--- src/rtl/loopback_driver.sv ---
// Call sequencer for the loopback HLS component: issues a run of consecutive
// idx calls, consumes the in-order returns and reports checksum/mismatch/timeout.
module loopback_driver #(
  parameter int TIMEOUT = 1024,
  parameter int OUT_W   = 8
) (
  input  logic        clock,
  input  logic        resetn,
  input  logic        run,
  input  logic [31:0] base_idx,
  input  logic [31:0] count,
  input  logic        ret_hold,
  output logic        lb_start,
  input  logic        lb_busy,
  output logic [31:0] lb_idx,
  input  logic        lb_done,
  output logic        lb_stall,
  input  logic [31:0] lb_returndata,
  output logic        running,
  output logic        finished,
  output logic        error,
  output logic [31:0] checksum,
  output logic [15:0] mismatch_cnt,
  output logic        first_bad_valid,
  output logic [31:0] first_bad_idx
);

  localparam int               TMO_W     = $clog2(TIMEOUT + 1);
  localparam logic [TMO_W-1:0] TMO_LIMIT = TMO_W'(TIMEOUT);
  localparam logic [TMO_W-1:0] TMO_ONE   = TMO_W'(1);
  localparam logic [OUT_W-1:0] OUT_MAX   = '1;
  localparam logic [OUT_W-1:0] OUT_ONE   = OUT_W'(1);

  typedef enum logic [2:0] {
    S_IDLE,
    S_ISSUE,
    S_DRAIN,
    S_DONE,
    S_ERROR
  } state_t;

  state_t           state_q, state_d;
  logic [31:0]      idx_q, idx_d;
  logic [31:0]      exp_idx_q, exp_idx_d;
  logic [31:0]      remaining_q, remaining_d;
  logic [OUT_W-1:0] out_q, out_d;
  logic [TMO_W-1:0] tmo_q, tmo_d;
  logic [31:0]      checksum_q, checksum_d;
  logic [15:0]      mism_q, mism_d;
  logic             fb_valid_q, fb_valid_d;
  logic [31:0]      fb_idx_q, fb_idx_d;

  logic active, call_acc, ret_acc, spurious, ret_ok, timed_out;

  function automatic logic [15:0] sat_inc16(input logic [15:0] v);
    return (v == 16'hFFFF) ? v : v + 16'd1;
  endfunction

  always_comb begin
    active    = (state_q == S_ISSUE) || (state_q == S_DRAIN);
    lb_start  = (state_q == S_ISSUE) && (remaining_q != 32'd0) && (out_q != OUT_MAX);
    call_acc  = lb_start && !lb_busy;
    ret_acc   = active && lb_done && !ret_hold;
    // A return with nothing outstanding is a protocol violation, not data.
    spurious  = ret_acc && (out_q == '0);
    ret_ok    = ret_acc && !spurious;

    state_d     = state_q;
    idx_d       = idx_q;
    exp_idx_d   = exp_idx_q;
    remaining_d = remaining_q;
    out_d       = out_q;
    checksum_d  = checksum_q;
    mism_d      = mism_q;
    fb_valid_d  = fb_valid_q;
    fb_idx_d    = fb_idx_q;

    if (call_acc) begin
      idx_d       = idx_q + 32'd1;
      remaining_d = remaining_q - 32'd1;
    end

    case ({call_acc, ret_ok})
      2'b10:   out_d = out_q + OUT_ONE;
      2'b01:   out_d = out_q - OUT_ONE;
      default: out_d = out_q;
    endcase

    if (ret_ok) begin
      checksum_d = checksum_q + lb_returndata;
      exp_idx_d  = exp_idx_q + 32'd1;
      if (lb_returndata != exp_idx_q) begin
        mism_d = sat_inc16(mism_q);
        if (!fb_valid_q) begin
          fb_valid_d = 1'b1;
          fb_idx_d   = exp_idx_q;
        end
      end
    end

    // Counts every cycle a return is owed but not taken, ret_hold stalls included.
    if (active && (out_q != '0) && !ret_acc) tmo_d = tmo_q + TMO_ONE;
    else                                     tmo_d = '0;
    timed_out = (tmo_d == TMO_LIMIT);

    unique case (state_q)
      S_IDLE, S_DONE, S_ERROR: begin
        if (state_q == S_DONE) state_d = S_IDLE;
        if (run) begin
          state_d     = (count == 32'd0) ? S_DONE : S_ISSUE;
          idx_d       = base_idx;
          exp_idx_d   = base_idx;
          remaining_d = count;
          out_d       = '0;
          tmo_d       = '0;
          checksum_d  = '0;
          mism_d      = '0;
          fb_valid_d  = 1'b0;
          fb_idx_d    = '0;
        end
      end
      S_ISSUE, S_DRAIN: begin
        if (spurious || timed_out)      state_d = S_ERROR;
        else if (remaining_d == 32'd0)  state_d = (out_d == '0) ? S_DONE : S_DRAIN;
      end
      default: state_d = S_IDLE;
    endcase
  end

  always_ff @(posedge clock or negedge resetn) begin
    if (!resetn) begin
      state_q     <= S_IDLE;
      idx_q       <= '0;
      exp_idx_q   <= '0;
      remaining_q <= '0;
      out_q       <= '0;
      tmo_q       <= '0;
      checksum_q  <= '0;
      mism_q      <= '0;
      fb_valid_q  <= 1'b0;
      fb_idx_q    <= '0;
    end else begin
      state_q     <= state_d;
      idx_q       <= idx_d;
      exp_idx_q   <= exp_idx_d;
      remaining_q <= remaining_d;
      out_q       <= out_d;
      tmo_q       <= tmo_d;
      checksum_q  <= checksum_d;
      mism_q      <= mism_d;
      fb_valid_q  <= fb_valid_d;
      fb_idx_q    <= fb_idx_d;
    end
  end

  assign lb_idx          = idx_q;
  assign lb_stall        = ret_hold;
  assign running         = active;
  assign finished        = (state_q == S_DONE);
  assign error           = (state_q == S_ERROR);
  assign checksum        = checksum_q;
  assign mismatch_cnt    = mism_q;
  assign first_bad_valid = fb_valid_q;
  assign first_bad_idx   = fb_idx_q;

endmodule
--- config.mk ---
export PLATFORM = sky130hd
export DESIGN_NAME = loopback_driver
export DESIGN_NICKNAME = d
export VERILOG_FILES = /design/src/rtl/loopback_driver.sv
export SDC_FILE = /design/constraint.sdc
export NUM_CORES = 1
export LEC_CHECK = 0
export BUFFER_PORTS_ARGS = -buffer_cell sky130_fd_sc_hd__buf_2
export CELL_PAD_IN_SITES_DETAIL_PLACEMENT = 1
export CELL_PAD_IN_SITES_GLOBAL_PLACEMENT = 1
export CORE_UTILIZATION = 43
export DETAILED_ROUTE_END_ITERATION = 8
export GPL_ROUTABILITY_DRIVEN = 0
export PLACE_DENSITY = 0.9
export RECOVER_POWER = 25
export SLEW_MARGIN = 20
export SYNTH_ARGS = -nofsm -noshare
export SYNTH_HDL_FRONTEND = slang
export SYNTH_SLANG_ARGS = --single-unit
--- constraint.sdc ---
create_clock -name clock -period 5.4 [get_ports clock]
set_input_delay 0.27 -clock clock [delete_from_list [all_inputs] [get_ports clock]]
set_output_delay 0.27 -clock clock [all_outputs]
set_load 0.02 [all_outputs]
# Word-level counts from Yosys, hierarchy flattened
# Cells that the tools add are included.
# totals
regBits	199
output_inout_bits	118
in_bits	102
# classes
n_reduce_logical	25
add_sub_neg	8
n_mux	39
eq_ne	12
# ops
op	count
two-way mux 32 bit	17
two-way mux 16 bit	5
adder 32 x 1 -> 32 bit, second input constant	2
logical NOT 32 bit	2
two-way mux 11 bit	3
adder 32 bit	1
inequality test 32 bit	1
nonzero test 32 bit	1
subtractor 32 x 1 -> 32 bit, second input constant	1
adder 16 x 1 -> 16 bit, second input constant	1
== test 16 bit, second input constant	1
logical NOT 8 bit	2
two-way mux 8 bit	2
case mux 8 bit (2 select lines)	1
two-way mux 3 bit	4
adder 11 x 1 -> 11 bit, second input constant	1
== test 11 bit, second input constant	1
logical AND 1 bit	9
adder 8 x 1 -> 8 bit, second input constant	1
inequality test 8 bit, second input constant	1
nonzero test 8 bit	1
subtractor 8 x 1 -> 8 bit, second input constant	1
== test 3 x 2 -> 1 bit, second input constant	2
inequality test 3 bit, second input constant	2
other kinds (13)	21

# Logic depth before layout (Yosys ltp)
# Gate-level depths: netlist of run 1.
# depth
depth_word	14
depth_mapped	23

# Worst setup path after synthesis of run 1
# No wires, ideal clock.
# synth_path
path_kind	register -> register
startpoint	register state_q[1]
endpoint	register state_q[0]
period_less_slack_ns	4.610
stages_incl_launch_ff	22
arrival_time_ns	4.545
n_path_buf	5
slack_ns	0.790
path_cell_list	dfrtp_1 > buf_2 > xnor2_1 > a311oi_1 > nand2_1 > clkinv_1 > clkbuf_1 > clkbuf_1 > ha_1 > clkbuf_1 > clkbuf_1 > xor2_1 > ha_1 > nor3_1 > o21bai_1 > o211a_1 > a2bb2oi_1 > a31o_2 > xor2_1 > nor2_1 > a2111oi_0 > mux2_4
# synth_between
elab_chain_len	14
elab_cells_between_ends	35
# synth_rtl
item	line_no	text
start: declaration	42	state_t state_q, state_d;
start signal: assignment	143	state_q <= state_d;
== test 3 x 1 -> 1 bit or == test 3 x 2 -> 1 bit (tied branches)	60, 61, 106	
logical OR 1 bit	60	active = (state_q == S_ISSUE) || (state_q == S_DRAIN);
logical AND 1 bit (2 in a row)	63	ret_acc = active && lb_done && !ret_hold;
logical AND 1 bit	65	spurious = ret_acc && (out_q == '0);
logical NOT 1 bit	66	ret_ok = ret_acc && !spurious;
logical AND 1 bit	66	
== test 2 x 1 -> 1 bit or == test 2 bit (tied branches)	83	case ({call_acc, ret_ok})
case mux 8 bit (2 select lines)	83	
logical NOT 8 bit	124	else if (remaining_d == 32'd0) state_d = (out_d == '0) ? S_DONE : S_DRAIN;
two-way mux 1 bit	124	
two-way mux 3 bit	124	
two-way mux 3 bit	123	if (spurious || timed_out) state_d = S_ERROR;
case mux 3 bit (2 select lines)	106	unique case (state_q)
# Several ways; a longest one is shown, not always the timed one. The select of a mux whose other input is x is not followed.
# A chain may end at the register's enable or synchronous reset.

# Worst setup path in the final report of run 1
# layout_path
startpoint	register remaining_q[0]
endpoint	register state_q[0]
# layout_between
elab_chain_len	11
elab_cells_between_ends	17
# layout_rtl
item	line_no	text
start: declaration	45	logic [31:0] remaining_q, remaining_d;
start signal: assignment	146	remaining_q <= remaining_d;
parallel branches: the longest is 11 deep, another holds subtractor 32 x 1 -> 32 bit	n/a	
# Parallel ways; which one is timed is not known. The select of a mux whose other input is x is not followed.

==> results of run 1 <==
-- cells by family after synthesis --
| kind of cell | Yosys count |
|---|---|
| buf+inv | 103 |
| simple gates | 610 |
| fa+ha+maj | 40 |
| xor+xnor | 173 |
| flops | 199 |
| compound gates | 271 |
| mux | 45 |
-- sequential cells by signal (all words and copies together) (netlist names) --
register	flops
out_q	8
exp_idx_q	32
checksum	32
mismatch_cnt	16
lb_idx	32
first_bad_idx	32
first_bad_valid	1
tmo_q	11
remaining_q	32
state_q	3
-- stage by stage --
stage                     hold WS, ns  cell area, um^2
after floorplan               -0.0256            12500
after global placement          0.336            13800
after detailed placement        0.348            13800
after CTS                      0.0519            14500
after global routing           0.0684            14400
final                          0.0631            14400
-- layout make-up --
class / count / area [um^2] / share of cell area
multi-input combinational: 1139 / 7090 / 0.491
sequential: 199 / 4980 / 0.345
timing repair buffer: 231 / 1150 / 0.0798
tap: 378 / 473 / 0.0327
clock buffer: 20 / 467 / 0.0323
clock inverter: 12 / 160 / 0.0111
inverter: 30 / 113 / 0.00779
antenna: 6 / 15.0 / 0.00104
-- per-layer routing --
layer  up-vias  track usage
li1       5445            -
met1      5956        0.348
met2       439        0.507
met3       104       0.0684
met4         2        0.130
met5         -            0
-- path summary, 6_finish.rpt --
path	to	cells after the start	slack [ns]
min	remaining_q[10]	3	0.06
max reg2reg	state_q[0]	19	0.53
max in group asynchronous	lb_idx[18]	2	1.01
min reg2reg	tmo_q[0]	1	0.51
min in group asynchronous	tmo_q[6]	2	1.91
max	state_q[0]	19	0.53
-- layout by cell type, fill, tap and decap left out, drive strengths merged, types with 5 or more instances in the layout --
| cell type | n |
|---|---|
| nor2b | 5 |
| buf | 175 |
| diode | 6 |
| dfrtp | 199 |
| inv | 35 |
| o31ai | 7 |
| nor3 | 48 |
| and3 | 21 |
| nor4b | 5 |
| nand4 | 25 |
| or3 | 20 |
| o211ai | 6 |
| nor2 | 196 |
| nand2 | 139 |
| a21oi | 127 |
| xnor2 | 85 |
| nand3 | 68 |
| a211oi | 9 |
| clkbuf | 75 |
| mux2i | 43 |
| ha | 39 |
| or2 | 5 |
| xor2 | 88 |
| nand2b | 8 |
| a31oi | 17 |
| a21o | 16 |
| o21ai | 50 |
| nor4 | 43 |
| nand4b | 5 |
-- report_power, final --
part	total (mW)	switching, mW	internal, mW
registers	2.92	0.843	2.08
logic	3.90	2.50	1.40
clock network	1.40	0.620	0.776
-- worst min-delay path, delay by kind of cell --
family | cells | cell delay, ns
AO/OA/AOI/OAI | 1 | 0.07
AND/OR/NAND/NOR | 1 | 0.04
buffers and inverters | 1 | 0.09
==> results.py, run 1 <==
metrics = {
    "status": {
        "status": "finished, violations left",
        "violations": "max-capacitance violations, max-slew violations",
    },
    "floorplan": {
        "dieWidth_um": 172,
        "start_util": 0.443,
        "ios": 220,
        "design.core.area_mm2": 0.0282,
        "die_area_mm2": 0.0297,
        "die_height_um": 172,
        "num_rows": 61,
    },
    "clock_network": {
        "cts_setup_buffers": 0,
        "cts_resized": 0,
        "insertion_delay_ns": 0.45,
        "cts_hold_buf": 1,
        "clock_sinks": 199,
        "htree_num_levels": 4,
        "cts_tree": "done",
        "cts_buffer_depth": 2,
        "cts_buffers": 17,
        "root_buffer": "clkbuf_16",
        "clk_pin_slew_ns": 0.07,
    },
    "detailed_routing": {
        "drc": 0,
        "ant_nets": 0,
        "viasPerCell": 5.93,
        "wl_um": 43400,
        "topRoutingLayerUsed": "met5",
        "dr_wl_met3_um": 2790,
        "num_vias": 11900,
        "routed-wl-met2_um": 21400,
        "dr.pass1.iters": 5,
        "drt_iter0_markers": 999,
        "met1_length_um": 17500,
        "wl_per_cell_um": 21.5,
    },
    "critical_path": {
        "slowest_stage": "nor2_4",
        "critPathBufInv": 2,
        "start_kind": "flop",
        "cpPeakStageDelay_ns": 0.50,
        "path_delay_family": "simple AND/OR/NAND/NOR gates",
        "crit_start": "remaining_q[0]",
        "timing.critical_path.mode_cell": "ha_1",
        "r2r-start": "remaining_q[0]",
        "path_class": "reg2reg",
        "worstPathArrival_ns": 5.25,
        "endpoint_kind": "flop",
        "path_cells": "inv_1, ha_1, nor4b_1, and4b_1, and3_1, nor2_4, inv_2, ha_1, xor2_1, ha_1, nor3_1, o21bai_1, o211a_1, a2bb2oi_1, a31o_2, xor2_1, nor2_1, a2111oi_0, mux2_4",
        "cp_max_fo": 22,
        "worstPathRequired_ns": 5.78,
    },
    "final_layout": {
        "nFillCells": 3394,
        "drive_above_1_share": 0.144,
        "final_cells": 2015,
        "synthToLayoutAreaGrowth_pct": 15.9,
        "final_core_util": 0.513,
        "layout.nets": 1760,
    },
    "place": {
        "portBuffers": 219,
        "place_inst": 1975,
        "hpwl_um": 31900,
        "dp_slack_ns": 0.666,
    },
    "run": {
        "drv_cap": 1,
    },
    "sta": {
        "max-slew-margin-rel": -1.90,
        "tightest_slew_ns": 4.35,
        "setup_slack_ns": 0.527,
        "finalMaxSlewViolations": 76,
        "fmax_mhz": 205,
        "final.setup_skew_ns": 0.0227,
        "hold_viol_final": 0,
        "period_share": 0.902,
        "fin_crit_ns": 4.87,
        "fin_setup_tns_ns": 0,
        "grt_setup_unrepaired": "false",
        "setup_violations": 0,
    },
    "global_route": {
        "grt_max_degree": 125,
        "antenna_found_initial": 7,
        "grt_pass1_wl_um": 67100,
        "grt.total_usage": 0.294,
        "grt_pass1_vias": 12400,
        "grt_overflow": 0,
    },
    "worst_hold_path": {
        "hold_path.class": "in2reg",
        "hold_start": "count[10]",
    },
    "logic_synthesis": {
        "synth_fa_ha_area_frac": 0.0407,
        "avgSynthCellArea_um2": 8.65,
        "synthXorXnorAreaFrac": 0.122,
        "synthFlopType": "dfrtp_1",
        "synth_edf_count": 0,
        "synth_warnings": 0,
        "yosysUniqueCellTypes": 78,
        "synth_top_area_cell": "dfrtp_1",
        "netlist_instances": 1441,
        "synth_area_leaders": "dfrtp_1, xor2_1, xnor2_1",
        "async_flop_share": 1.00,
        "syn_area_mm2": 0.0125,
        "synth_simple_gate_area_share": 0.237,
        "synth_compound_area_frac": 0.131,
        "yosys-top-cells-count": "dfrtp_1, nor2_1, nand2_1",
        "synthMuxAreaShare": 0.0366,
        "ys_seq_elements": 199,
        "synth.most_common_cell": "dfrtp_1",
        "synth_nets": 1583,
        "synth_top_family_by_area": "simple AND/OR/NAND/NOR gates",
        "ys_seq_area_frac": 0.399,
        "synth.top_cell.area_share": 0.399,
    },
    "power_and_ir_drop": {
        "power.leakage_nw": 6.14,
        "p_total_mw": 8.22,
        "ir_drop_mv": 0.275,
        "power_density_mw_per_mm2": 569,
    },
}
Power figures use the tool's default switching activity.
==> run 2: changes to the inputs <==
--- a/config.mk
+++ b/config.mk
@@ -8,10 +8,11 @@
 export BUFFER_PORTS_ARGS = -buffer_cell sky130_fd_sc_hd__buf_2
 export CELL_PAD_IN_SITES_DETAIL_PLACEMENT = 1
 export CELL_PAD_IN_SITES_GLOBAL_PLACEMENT = 1
-export CORE_UTILIZATION = 43
+export CORE_UTILIZATION = 39
 export DETAILED_ROUTE_END_ITERATION = 8
 export GPL_ROUTABILITY_DRIVEN = 0
-export PLACE_DENSITY = 0.9
+export GPL_TIMING_DRIVEN = 1
+export PLACE_DENSITY = 0.87
 export RECOVER_POWER = 25
 export SLEW_MARGIN = 20
 export SYNTH_ARGS = -nofsm -noshare
==> constraint.sdc (replaced) <==
create_clock -name clock -period 4 [get_ports clock]
set_input_delay 0.2 -clock clock [delete_from_list [all_inputs] [get_ports clock]]
set_output_delay 0.2 -clock clock [all_outputs]
set_load 0.02 [all_outputs]
==> run 2 against run 1 <==
  * The run still ends with max-capacitance violations, max-slew violations left
  * Die area is 10% higher
  * First-iteration DRC count is 13% lower
  * Non-clock buffer count is 41 higher
  * Final cell count is 3.2% higher
  * Register-to-register slack worse by 0.39 ns
  * Total power is 38% higher
  * Clock-buffer cell count stayed put
  * Maximum frequency is 26% higher
==> results.py, run 2 (same netlist as run 1, synthesis figures left out) <==
metrics = {
    "power_and_ir_drop": {
        "power.internal_mw": 5.95,
        "power_density_mw_per_mm2": 762,
        "power.share.switching": 0.477,
        "switchingPower_mw": 5.42,
        "clkPwrFrac": 0.170,
        "ir_drop_mv": 0.363,
        "p_seq_frac": 0.342,
        "power.leakage_nw": 6.46,
        "p_comb_frac": 0.488,
    },
    "place": {
        "hpwl_um": 32700,
        "dp_slack_ns": 0.0793,
        "post_dp_cell_area_mm2": 0.0141,
        "portBuffers": 219,
    },
    "global_route": {
        "grt.total_usage": 0.273,
        "grt_max_degree": 112,
        "grt_pass1_wl_um": 69800,
        "grt_pass1_vias": 12600,
        "antenna_found_initial": 8,
        "grt_overflow": 0,
    },
    "detailed_routing": {
        "wl_um": 44200,
        "ant_nets": 0,
        "drt_iter0_markers": 868,
        "wl_per_cell_um": 21.3,
        "num_vias": 12200,
        "drc": 0,
        "viasPerCell": 5.86,
        "dr.pass1.iters": 5,
    },
    "critical_path": {
        "slowest_stage": "or4_4",
        "start_kind": "flop",
        "worstPathArrival_ns": 4.25,
        "cpPeakStageDelay_ns": 0.56,
        "path_delay_family": "simple AND/OR/NAND/NOR gates",
        "critPathBufInv": 2,
        "endpoint_kind": "flop",
        "worstPathRequired_ns": 4.39,
        "path_cells": "or4_4, nor3_4, and3_4, nor2_4, inv_4, ha_4, xor2_2, ha_2, nor3_1, o21bai_1, o211a_1, buf_4, a2bb2oi_1, a31o_2, xor2_1, nor2_1, a2111oi_2, mux2_4",
        "path_class": "reg2reg",
        "cp_max_fo": 4,
    },
    "floorplan": {
        "design.core.area_mm2": 0.0315,
        "die_area_mm2": 0.0327,
        "start_util": 0.396,
        "ios": 220,
        "num_rows": 65,
        "die_height_um": 181,
        "dieWidth_um": 181,
    },
    "final_layout": {
        "synthToLayoutAreaGrowth_pct": 19.7,
        "fin_area_mm2": 0.0149,
        "final_core_util": 0.474,
        "drive_above_1_share": 0.183,
        "nFillCells": 3751,
        "layout_common_cells": "dfrtp_1, nor2_1, buf_2",
        "layout.nets": 1801,
        "layout_commonest_cell": "dfrtp_1",
    },
    "clock_network": {
        "htree_num_levels": 4,
        "cts_tree": "done",
        "cts_buffers": 17,
        "cts_buffer_depth": 2,
        "clock_sinks": 199,
        "root_buffer": "clkbuf_16",
        "insertion_delay_ns": 0.46,
        "clk_pin_slew_ns": 0.07,
    },
    "run": {
        "drv_cap": 1,
    },
    "sta": {
        "setup_slack_ns": 0.142,
        "fin_crit_ns": 3.86,
        "max-slew-margin-rel": -0.957,
        "hold_viol_final": 0,
        "setup_violations": 0,
        "tightest_slew_ns": 2.94,
        "fmax_mhz": 259,
        "finalMaxSlewViolations": 112,
        "final.setup_skew_ns": 0.0165,
        "period_share": 0.965,
    },
    "worst_hold_path": {
        "hold_path.class": "in2reg",
    },
    "status": {
        "status": "finished, violations left",
        "violations": "max-capacitance violations, max-slew violations",
    },
}
-- run 2: routing by layer --
layer / global-route usage / wire [um]
met4: 0.119 / 1750
met1: 0.330 / 17900
met2: 0.458 / 21400
met5: 0 / 34
met3: 0.0710 / 3150
-- run 2: worst register-to-register path, cell delays in order, from the launching register on --
cell       delay, ns
dfrtp_1         0.41
or4_4           0.56
nor3_4          0.17
and3_4          0.25
nor2_4          0.05
inv_4           0.08
ha_4            0.14
xor2_2          0.14
ha_2            0.23
nor3_1          0.06
o21bai_1        0.20
o211a_1         0.25
buf_4           0.14
a2bb2oi_1       0.16
a31o_2          0.17
xor2_1          0.17
nor2_1          0.09
a2111oi_2       0.31
mux2_4          0.21
-- run 2: timing repair --
item                       in CTS  in global routing
hold buffers                   12                  0
gates resized for setup         0                 15
hold endpoints to repair      119                  0
setup buffers                   0                  6
setup endpoints to repair       0                  1
-- run 2: path summary, 6_finish.rpt --
kind / from / to / slack [ns] / cells past startpoint
setup reg to reg: remaining_q[27] / state_q[0] / 0.14 / 18
max in group asynchronous: resetn / lb_idx[22] / 0.95 / 3
hold reg to reg: tmo_q[0] / tmo_q[0] / 0.51 / 1
min in group asynchronous: resetn / remaining_q[19] / 1.16 / 2
hold / removal: base_idx[29] / exp_idx_q[29] / 0.02 / 3
setup / recovery: remaining_q[27] / state_q[0] / 0.14 / 18
-- run 2: power groups by stage --
stage	sequential [mW]	combinational, mW	clock, mW
after floorplan	4.06	3.23	0
after global placement	3.80	5.17	0
after detailed placement	3.87	5.41	0
after CTS	3.85	5.49	1.97
after global routing	3.99	6.03	2.02
final	3.88	5.55	1.93
-- run 2: layout make-up --
type | count | area, um^2 | share of cell area
multi-input combinational | 1139 | 7160 | 0.480
sequential | 199 | 4980 | 0.334
timing repair buffer | 272 | 1520 | 0.102
tap | 402 | 503 | 0.0337
clock buffer | 20 | 447 | 0.0299
clock inverter | 12 | 188 | 0.0126
inverter | 30 | 115 | 0.00771
antenna | 5 | 12.5 | 0.000838
-- run 2: per-stage QoR --
stage | instances | hold WS, ns | power [mW] | TNS (ns)
floorplan | 1441 | -0.0956 | 7.28 | 0
global placement | 2024 | 0.394 | 8.98 | 0
detailed placement | 2024 | 0.406 | 9.28 | 0
CTS | 2068 | 0.00235 | 11.3 | 0
global route | 2076 | 0.00473 | 12.0 | -0.0424
finish | 2079 | 0.0152 | 11.4 | 0
